==> src/rtl/fbank_lut_sched.sv <==
// Filter-bank coefficient scheduler: arbitrates host writes into the single-port
// coefficient RAM and streams one sweep of coefficients to the filter engine
// through a 2-entry FIFO under ready/valid flow control.
// ram_addr is the RAM's address register: ram_rd_data reflects ram_addr in the
// cycle it is presented, and it is captured at the end of that cycle.
module fbank_lut_sched #(
  parameter int unsigned ADDR_WIDTH = 10,
  parameter int unsigned DATA_WIDTH = 17,
  parameter int unsigned N_COEF     = 1024
) (
  input  logic                  clk,
  input  logic                  rst_n,
  input  logic                  start,
  input  logic                  abort,
  output logic                  busy,
  output logic                  done,
  input  logic                  host_wr_req,
  input  logic [ADDR_WIDTH-1:0] host_wr_addr,
  input  logic [DATA_WIDTH-1:0] host_wr_data,
  output logic                  host_wr_ack,
  output logic                  coef_valid,
  input  logic                  coef_ready,
  output logic [DATA_WIDTH-1:0] coef_data,
  output logic [ADDR_WIDTH-1:0] coef_idx,
  output logic                  coef_last,
  output logic [ADDR_WIDTH-1:0] ram_addr,
  output logic [DATA_WIDTH-1:0] ram_wr_data,
  output logic                  ram_wr_en,
  input  logic [DATA_WIDTH-1:0] ram_rd_data
);

  typedef enum logic [1:0] {IDLE, WRITE, RUN, DRAIN} state_t;

  localparam logic [ADDR_WIDTH-1:0] LAST_ADDR = ADDR_WIDTH'(N_COEF - 1);

  state_t                  state;
  logic [ADDR_WIDTH-1:0]   rd_cnt;
  logic                    rd_pend;
  logic                    skid_valid;
  logic [DATA_WIDTH-1:0]   skid_data;
  logic [ADDR_WIDTH-1:0]   skid_idx;
  logic                    skid_last;
  logic                    pop;
  logic                    flush;
  logic [1:0]              credit_used;
  logic                    can_issue;

  assign busy = (state != IDLE);
  assign pop  = coef_valid & coef_ready;

  // Credit check: entries held plus the read landing this edge, less the pop.
  always_comb begin
    credit_used = 2'(coef_valid) + 2'(skid_valid) + 2'(rd_pend) - 2'(pop);
    can_issue   = (credit_used < 2'd2);
    flush       = abort && ((state == RUN) || (state == DRAIN));
  end

  // Sequencer: host writes, read issue, drain and completion.
  always_ff @(posedge clk or negedge rst_n) begin
    if (!rst_n) begin
      state       <= IDLE;
      rd_cnt      <= '0;
      rd_pend     <= 1'b0;
      done        <= 1'b0;
      host_wr_ack <= 1'b0;
      ram_wr_en   <= 1'b0;
      ram_addr    <= '0;
      ram_wr_data <= '0;
    end else begin
      done        <= 1'b0;
      host_wr_ack <= 1'b0;
      ram_wr_en   <= 1'b0;
      rd_pend     <= 1'b0;
      unique case (state)
        IDLE: begin
          if (start) begin
            state  <= RUN;
            rd_cnt <= '0;
          end else if (host_wr_req) begin
            state       <= WRITE;
            ram_wr_en   <= 1'b1;
            host_wr_ack <= 1'b1;
            ram_addr    <= host_wr_addr;
            ram_wr_data <= host_wr_data;
          end
        end
        WRITE: state <= IDLE;
        RUN: begin
          if (abort) begin
            state <= IDLE;
          end else if (can_issue) begin
            ram_addr <= rd_cnt;
            rd_pend  <= 1'b1;
            if (rd_cnt == LAST_ADDR) state <= DRAIN;
            else                     rd_cnt <= rd_cnt + 1'b1;
          end
        end
        DRAIN: begin
          if (abort) begin
            state <= IDLE;
          end else if (pop && coef_last) begin
            state <= IDLE;
            done  <= 1'b1;
          end
        end
        default: state <= IDLE;
      endcase
    end
  end

  // Two-entry FIFO: the head drives coef_*, the skid entry backs it up.
  always_ff @(posedge clk or negedge rst_n) begin
    if (!rst_n) begin
      coef_valid <= 1'b0;
      coef_data  <= '0;
      coef_idx   <= '0;
      coef_last  <= 1'b0;
      skid_valid <= 1'b0;
      skid_data  <= '0;
      skid_idx   <= '0;
      skid_last  <= 1'b0;
    end else if (flush) begin
      coef_valid <= 1'b0;
      skid_valid <= 1'b0;
    end else if (pop) begin
      if (skid_valid) begin
        coef_data <= skid_data;
        coef_idx  <= skid_idx;
        coef_last <= skid_last;
        if (rd_pend) begin
          skid_data <= ram_rd_data;
          skid_idx  <= ram_addr;
          skid_last <= (ram_addr == LAST_ADDR);
        end else begin
          skid_valid <= 1'b0;
        end
      end else if (rd_pend) begin
        coef_data <= ram_rd_data;
        coef_idx  <= ram_addr;
        coef_last <= (ram_addr == LAST_ADDR);
      end else begin
        coef_valid <= 1'b0;
      end
    end else if (rd_pend) begin
      if (!coef_valid) begin
        coef_valid <= 1'b1;
        coef_data  <= ram_rd_data;
        coef_idx   <= ram_addr;
        coef_last  <= (ram_addr == LAST_ADDR);
      end else begin
        skid_valid <= 1'b1;
        skid_data  <= ram_rd_data;
        skid_idx   <= ram_addr;
        skid_last  <= (ram_addr == LAST_ADDR);
      end
    end
  end

endmodule

==> config.mk <==
export PLATFORM = sky130hd
export DESIGN_NAME = fbank_lut_sched
export DESIGN_NICKNAME = d
export VERILOG_FILES = /design/src/rtl/fbank_lut_sched.sv
export SDC_FILE = /design/constraint.sdc
export NUM_CORES = 1
export LEC_CHECK = 0
export ABC_AREA = 1
export BUFFER_PORTS_ARGS = -buffer_cell sky130_fd_sc_hd__buf_2
export CAP_MARGIN = 30
export CORE_MARGIN = 1.5
export CORE_UTILIZATION = 48
export CTS_CLUSTER_DIAMETER = 100
export CTS_CLUSTER_SIZE = 16
export DETAILED_ROUTE_END_ITERATION = 10
export PLACE_DENSITY = 0.85
export SKIP_CTS_REPAIR_TIMING = 1
export SLEW_MARGIN = 0
export SYNTH_ARGS = -nofsm -noshare
export SYNTH_HDL_FRONTEND = slang
export SYNTH_SLANG_ARGS = --single-unit
==> constraint.sdc <==
create_clock -name clk -period 1.9 [get_ports clk]
set_clock_uncertainty 0.15 [all_clocks]
set_input_delay 0.38 -clock clk [delete_from_list [all_inputs] [get_ports clk]]
set_output_delay 0.38 -clock clk [all_outputs]
set_load 0.03 [all_outputs]
==> results.md, run 1 <==
- Post-route DRC: 0
- P_int: 5.04 mW
- DP Cell Count: 801
- Slowest stage delay, CP: 0.42 ns
- Post-synthesis cell type count: 31
- Critical path's slowest cell: dfrtp_2
- Overflow after GRT: 0
- DP HPWL: 7.59 mm
- Gpl congestion: 0.994
- Rel. slew slack: 67.7%
- Area grow syn2layout: 23.9%
- GRT Overall Usage: 21.1%
- Failing checks: setup timing
- Place WS: -0.215 ns
- Cell area after layout: 5730 um2
- H-tree depth: 3
- Clk pwr share: 13.7%
- Worst EP arrival: 2.11 ns
- Final Core Density: 61.7%
- Share of cells above drive strength 1: 25.6%
- Vias in the first global route: 3890
- Flop pwr share: 36.9%
- Commonest non-fill, non-tap cells in the layout: nand2_1 (240), buf_2 (108), dfrtp_1 (99), inv_1 (44), o21ai_1 (32)
- Leak: 3.19 nW
- Worst-skew pair later-pin latency: 0.36 ns
- PortBufs: 109
- Routed vias: 4043
- Period minus WS final: 1.97 ns
- Slew @ Worst Pin: 0.483 ns
- Die width: 101 um
- Syn_area_per_cell: 8.11 um2
- Critical path cell sequence: nand2_2 > ha_4 > ha_4 > nand2_4 > nand3_2 > nand3_2 > nand2_4 > inv_4 > nor2_4 > nand2_1 > nand2_1
- Synth top area share: 54.1%
- Power density over the cells: 1680 nW/um2
- Status: complete, but fails checks
- Starting Density: 49.8%
- Crit path required time: 2.05 ns
- Syn. warnings: 0
- Top post-synthesis cells by area: dfrtp_1 (54%), nand2_1 (20%), o211ai_1 (4.5%), inv_1 (3.7%), o21ai_1 (3.5%)
- Setup violations, final: 16
- Metal2 WL: 5.03 mm
- Maxcap violations: 0
- First-pass GRT wire length: 17.3 mm
- I/O pin count: 110
- Area after DPL: 5440 um2
- CTS max path bufs: 2
- Iteration-0 DRC Markers: 188
- Sw frac: 47.6%
- Row count: 35
- Critical path class: reg2reg
- Root buf cell: clkbuf_8
- Sequential fraction of the synthesis area: 54.1%
- DRT Pass-1 Iters: 4
- Total Wirelength: 10.7 mm
- CP startpoint kind: flip-flop
- Ant. Diodes: 0
- Tcrit/Tclk final: 104%
- Wl on met1: 4.79 mm
- Fin cells: 821
- Post-route setup slack: -0.0673 ns
- Min Hold Slack: 0.0601 ns
- P_sw: 4.57 mW
- Hold Fails Final Rpt: 0
- Routed len/inst: 13.0 um
- Vias per cell: 4.92
- Critical path capture point type: flip-flop
- Max-slew violations: 0
- Final ANT Viol Nets: 0
- Number of synthesized register bits: 100
- CTS tree: yes
- Core ar.: 9280 um2
- Overall die height: 101 um
- Combinational Power Share: 49.5%
- WL met3: 642 um
- Largest net degree at the start of global routing: 57
- Post-synth top area cell: dfrtp_1
- Initial antenna violation count: 0
- Post-Synthesis Net Count: 625
- Mapped Area: 4620 um2
- Unrepaired setup endpoints after global routing: yes
- Worst Hold Class: in2reg
- Highest metal layer with signal wires: met4
- Cells after synthesis: 570
- Peak VDD IR: 0.639 mV
- # clock sinks: 100
- Crit path max fanout: 5
- Die ar.: 10200 um2
- Clock transition at the registers of the reported paths: 0.10 ns
- Nets: 742
- Fmax: 0.508 GHz
- Most common cell after layout, fill and taps aside: nand2_1
- Number of CTS-inserted buffers: 9
==> logic make-up (layout without fill, tap and decap cells) <==
family | count (synthesis) | after routing | synth area share [%]
buffers and inverters | 77 | 198 | 6.96
AND/OR/NAND/NOR | 300 | 301 | 25.9
multiplexers | 3 | 3 | 0.650
flip-flops | 100 | 100 | 54.1
adder cells (fa/ha/maj) | 5 | 5 | 1.35
AO/OA/AOI/OAI | 83 | 83 | 10.6
XOR/XNOR | 2 | 2 | 0.379
==> routing by layer <==
metal / global-route usage, % / vias to the layer above
li1: - / 2037
met3: 3.12 / 22
met4: 7.91 / 0
met5: 0 / -
met1: 28.2 / 1852
met2: 35.2 / 132
==> sequential cells by signal, indices dropped and copies added (netlist names) <==
signal	count
coef_data	17
ram_wr_data	17
skid_data	17
coef_idx	10
ram_addr	10
rd_cnt	10
skid_idx	10
state	2
coef_last	1
coef_valid	1
done	1
ram_wr_en	1
rd_pend	1
skid_last	1
skid_valid	1
==> final timing paths <==
kind,start,end,slack [ns],cells after the start
min in group asynchronous,rst_n,coef_data[3],0.32,2
worst max-delay path,coef_valid,rd_cnt[4],-0.07,11
max in group asynchronous,rst_n,ram_wr_data[4],0.75,3
worst max register to register,coef_valid,rd_cnt[4],-0.07,11
worst min-delay path,host_wr_data[8],ram_wr_data[8],0.06,3
worst min register to register,ram_wr_data[15],ram_wr_data[15],0.32,2
==> power by group through the flow <==
stage	Combinational, mW	Sequential [mW]	Clock, mW
6_report	4.75	3.54	1.31
5_1_grt	5.25	3.66	1.44
4_1_cts	4.54	3.54	1.36
3_5_place_dp	4.53	3.58	0
3_3_place_gp	4.37	3.54	0
2_1_floorplan	2.09	4.66	0
==> through the flow <==
step | TNS, ns | total power, mW
floorplan | -1.34 | 6.74
global placement | -1.49 | 7.91
detailed placement | -2.74 | 8.11
CTS | -2.03 | 9.45
global route | -2.32 | 10.4
finish | -0.457 | 9.61
==> synth_stat cells <==
library cell / count
o21ai_0: 16
ha_1: 5
o22ai_1: 1
or2_1: 1
nor2_1: 20
xor2_1: 1
buf_4: 1
o21ai_1: 32
nor2_2: 3
nand2_2: 3
mux2i_1: 3
clkinv_1: 1
buf_1: 1
buf_2: 11
a21oi_1: 3
nor3_2: 1
o211ai_1: 28
xnor2_1: 1
nand4_1: 2
nor3b_1: 1
inv_2: 7
nand2_1: 249
nor2_4: 2
o21bai_1: 1
nand3_1: 16
dfrtp_1: 100
buf_6: 2
a31oi_1: 2
inv_1: 46
nor3_1: 2
clkbuf_1: 8
==> layout make-up <==
type,instances,area (um2)
timing repair buffer,128,756
clock buffer,11,151
multi-input combinational,394,1900
tap,129,161
clock inverter,5,41.3
inverter,54,208
sequential,100,2500
fill,845,3560
==> worst max-delay path, delay by kind of cell, from the launching register on <==
| family | cells | cell delay [ns] |
|---|---|---|
| adders and majority gates | 2 | 0.48 |
| buffers and inverters | 1 | 0.06 |
| and+or+nand+nor | 8 | 0.79 |
| DFF | 1 | 0.42 |
(Power assumes the default switching activity.)
==> inputs of run 2 (changes only) <==
CORE_UTILIZATION = 55   (was 48)
PLACE_DENSITY = 0.92   (was 0.85)
clock period = 2.4 ns   (was 1.9 ns; I/O delays follow)
==> run 2 against run 1 <==
The run now ends clean. Non-clock buffer count is 12 lower. Hold slack worse by 0.054 ns. Register-to-register slack better by 0.25 ns. Combinational power is 28% lower. Die area is 12% lower. Sequential power is 20% lower. Design area is 3.6% lower. First-iteration DRC count is 0.53% lower. Global-route usage is 3.7 points higher. Via count is 0.22% lower. Clock power is 3% lower. Cell count is 4.5% lower. Critical path type unchanged.
==> results.md, run 2 (synthesis gave the netlist of run 1 again) <==
- CP dominant cell by count: nand2_1
- Root buf cell: clkbuf_8 (unchanged)
- First-pass GRT wire length: 17.4 mm (was 17.3 mm)
- Reg2reg path depth: 13 (was 11)
- Fill cells: 671 (was 845)
- Iteration-0 DRC Markers: 187 (was 188)
- CTS tree: yes (unchanged)
- Critical R2R Launch: rd_pend (was coef_valid)
- Initial antenna violation count: 0 (unchanged)
- Most common cell after layout, fill and taps aside: nand2_1 (unchanged)
- Number of CTS-inserted buffers: 9 (unchanged)
- Status: complete, no violations (was complete, but fails checks)
- Flop-to-flop setup slack: 0.18 ns (was -0.07 ns)
- Critical path cell sequence: inv_1 > ha_1 > ha_1 > nand2_1 > nand2_1 > nand2_1 > nand3_1 > nand2_2 > inv_1 > nor2_2 > buf_4 > nand2_1 > nand2_1 (was nand2_2 > ha_4 > ha_4 > nand2_4 > nand3_2 > nand3_2 > nand2_4 > inv_4 > nor2_4 > nand2_1 > nand2_1)
- CP startpoint: rd_pend (was coef_valid)
- Critical path capture point type: flip-flop (unchanged)
- Max-slew violations: 0 (unchanged)
- Die ar.: 8960 um2 (was 10200 um2)
- GRT Overall Usage: 24.8% (was 21.1%)
- Overflow after GRT: 0 (unchanged)
- Die width: 94.7 um (was 101 um)
- PortBufs: 109 (unchanged)
- Fin cells: 784 (was 821)
- Post-route setup TNS: 0 ns (was -0.457 ns)
- DRT Pass-1 Iters: 5 (was 4)
- Clock transition at the registers of the reported paths: 0.09 ns (was 0.10 ns)
- Starting Density: 56.5% (was 49.8%)
- Final ANT Viol Nets: 0 (unchanged)
- Power density over the cells: 1370 nW/um2 (was 1680 nW/um2)
- Crit path required time: 2.55 ns (was 2.05 ns)
- CTS max path bufs: 2 (unchanged)
- Post-route DRC: 0 (unchanged)
- Routed len/inst: 13.3 um (was 13.0 um)
- I/O pin count: 110 (unchanged)
- Rel. slew slack: 65.5% (was 67.7%)
- Register Area: 2500 um2 (unchanged)
- Worst EP arrival: 2.37 ns (was 2.11 ns)
- Crit path max fanout: 10 (was 5)
- Critical path's slowest cell: dfrtp_1 (was dfrtp_2)
- DP HPWL: 7.18 mm (was 7.59 mm)
- Setup violations, final: 0 (was 16)
- Core ar.: 8180 um2 (was 9280 um2)
- Row count: 33 (was 35)
- # clock sinks: 100 (unchanged)
- Area of the multi-input gates: 1810 um2 (was 1900 um2)
- Tcrit/Tclk final: 92.3% (was 104%)
- Routed vias: 4034 (was 4043)
- R2R Path End: rd_cnt[2] (was rd_cnt[4])
- Gpl congestion: 0.893 (was 0.994)
- Regs by FF count: coef_data x17, ram_wr_data x17, skid_data x17 (unchanged)
- Total Wirelength: 10.4 mm (was 10.7 mm)
- CP startpoint kind: flip-flop (unchanged)
- Min Hold Slack: 0.00628 ns (was 0.0601 ns)
- Overall die height: 94.7 um (was 101 um)
- DP Cell Count: 768 (was 801)
- Largest net degree at the start of global routing: 101 (was 57)
- Slew @ Worst Pin: 0.518 ns (was 0.483 ns)
- Nets: 729 (was 742)
- Period minus WS final: 2.22 ns (was 1.97 ns)
- Peak VDD IR: 0.635 mV (was 0.639 mV)
- Fmax: 0.451 GHz (was 0.508 GHz)
- Maxcap violations: 0 (unchanged)
- H-tree depth: 3 (unchanged)
- Worst-skew pair later-pin latency: 0.36 ns (about the same)
- Worst Hold Class: in2async (was in2reg)
- Share of cells above drive strength 1: 22.1% (was 25.6%)
- Tot Pwr: 7.54 mW (was 9.61 mW)
- Vias in the first global route: 3882 (was 3890)
- Area grow syn2layout: 19.4% (was 23.9%)
- Leak: 3.12 nW (was 3.19 nW)
- Vias per cell: 5.15 (was 4.92)
- Commonest non-fill, non-tap cells in the layout: nand2_1 (248), buf_2 (108), dfrtp_1 (99), inv_1 (46), o21ai_1 (32) (was nand2_1 (240), buf_2 (108), dfrtp_1 (99), inv_1 (44), o21ai_1 (32))
- Slowest stage delay, CP: 0.43 ns (was 0.42 ns)
- Ant. Diodes: 0 (unchanged)
- Hold Fails Final Rpt: 0 (unchanged)
- Critical path class: reg2reg (unchanged)
-- run 2: cell count changes in the layout (fill, tap and decap cells not counted), moves of 3 or more --
cell,before,now
nor2_4,5,2
nand2_4,3,0
nand2_2,9,4
bufinv_16,0,3
buf_4,14,5
nand2_1,240,248
-- run 2: layer usage --
metal | global-route usage (%) | vias up | routed length, um | part of all wire (%)
met5 | 0 | - | 0 | 0
met4 | 8.96 | 0 | 208 | 2.0
met3 | 5.48 | 20 | 710 | 6.8
li1 | - | 2008 | - | -
met1 | 32.9 | 1863 | 4550 | 44
met2 | 40.1 | 143 | 4930 | 47
-- run 2: report_power, final --
| part | total (mW) | internal (mW) | switching [mW] |
|---|---|---|---|
| sequential | 2.84 | 2.38 | 0.464 |
| clock | 1.27 | 0.695 | 0.575 |
| combinational | 3.42 | 1.00 | 2.42 |
-- run 2: layout make-up --
cell class                 count  share of cell area, %
inverter                      54                   3.67
timing repair buffer         116                   11.6
clock buffer                  10                   2.31
sequential                   100                   45.4
tap                          105                   2.38
multi-input combinational    393                   32.7
clock inverter                 6                   2.02
-- run 2: worst max path at each step --
stage	end	slack (ns)	depth (start not counted)
after floorplan	ram_addr[9]	0.15	12
after global placement	rd_cnt[3]	0.04	12
after detailed placement	rd_cnt[9]	-0.06	12
after CTS	rd_cnt[3]	0.08	11
after global routing	ram_addr[4]	-0.02	10
final	rd_cnt[2]	0.18	13
-- run 2: critical path: cells and delay by family (launching register included) --
family	cells	cell delay (ns)
adder cells (fa/ha/maj)	2	0.57
flip-flops	1	0.43
AND/OR/NAND/NOR	8	0.65
buffers and inverters	3	0.35
-- run 2: metrics by stage --
step	setup WS, ns	utilization, %	instance area (um2)
floorplan	0.146	-	4620
global placement	0.0400	64.5	5270
detailed placement	-0.0606	64.5	5270
CTS	0.0822	67.4	5510
global route	-0.0174	67.5	5520
finish	0.184	67.5	5520
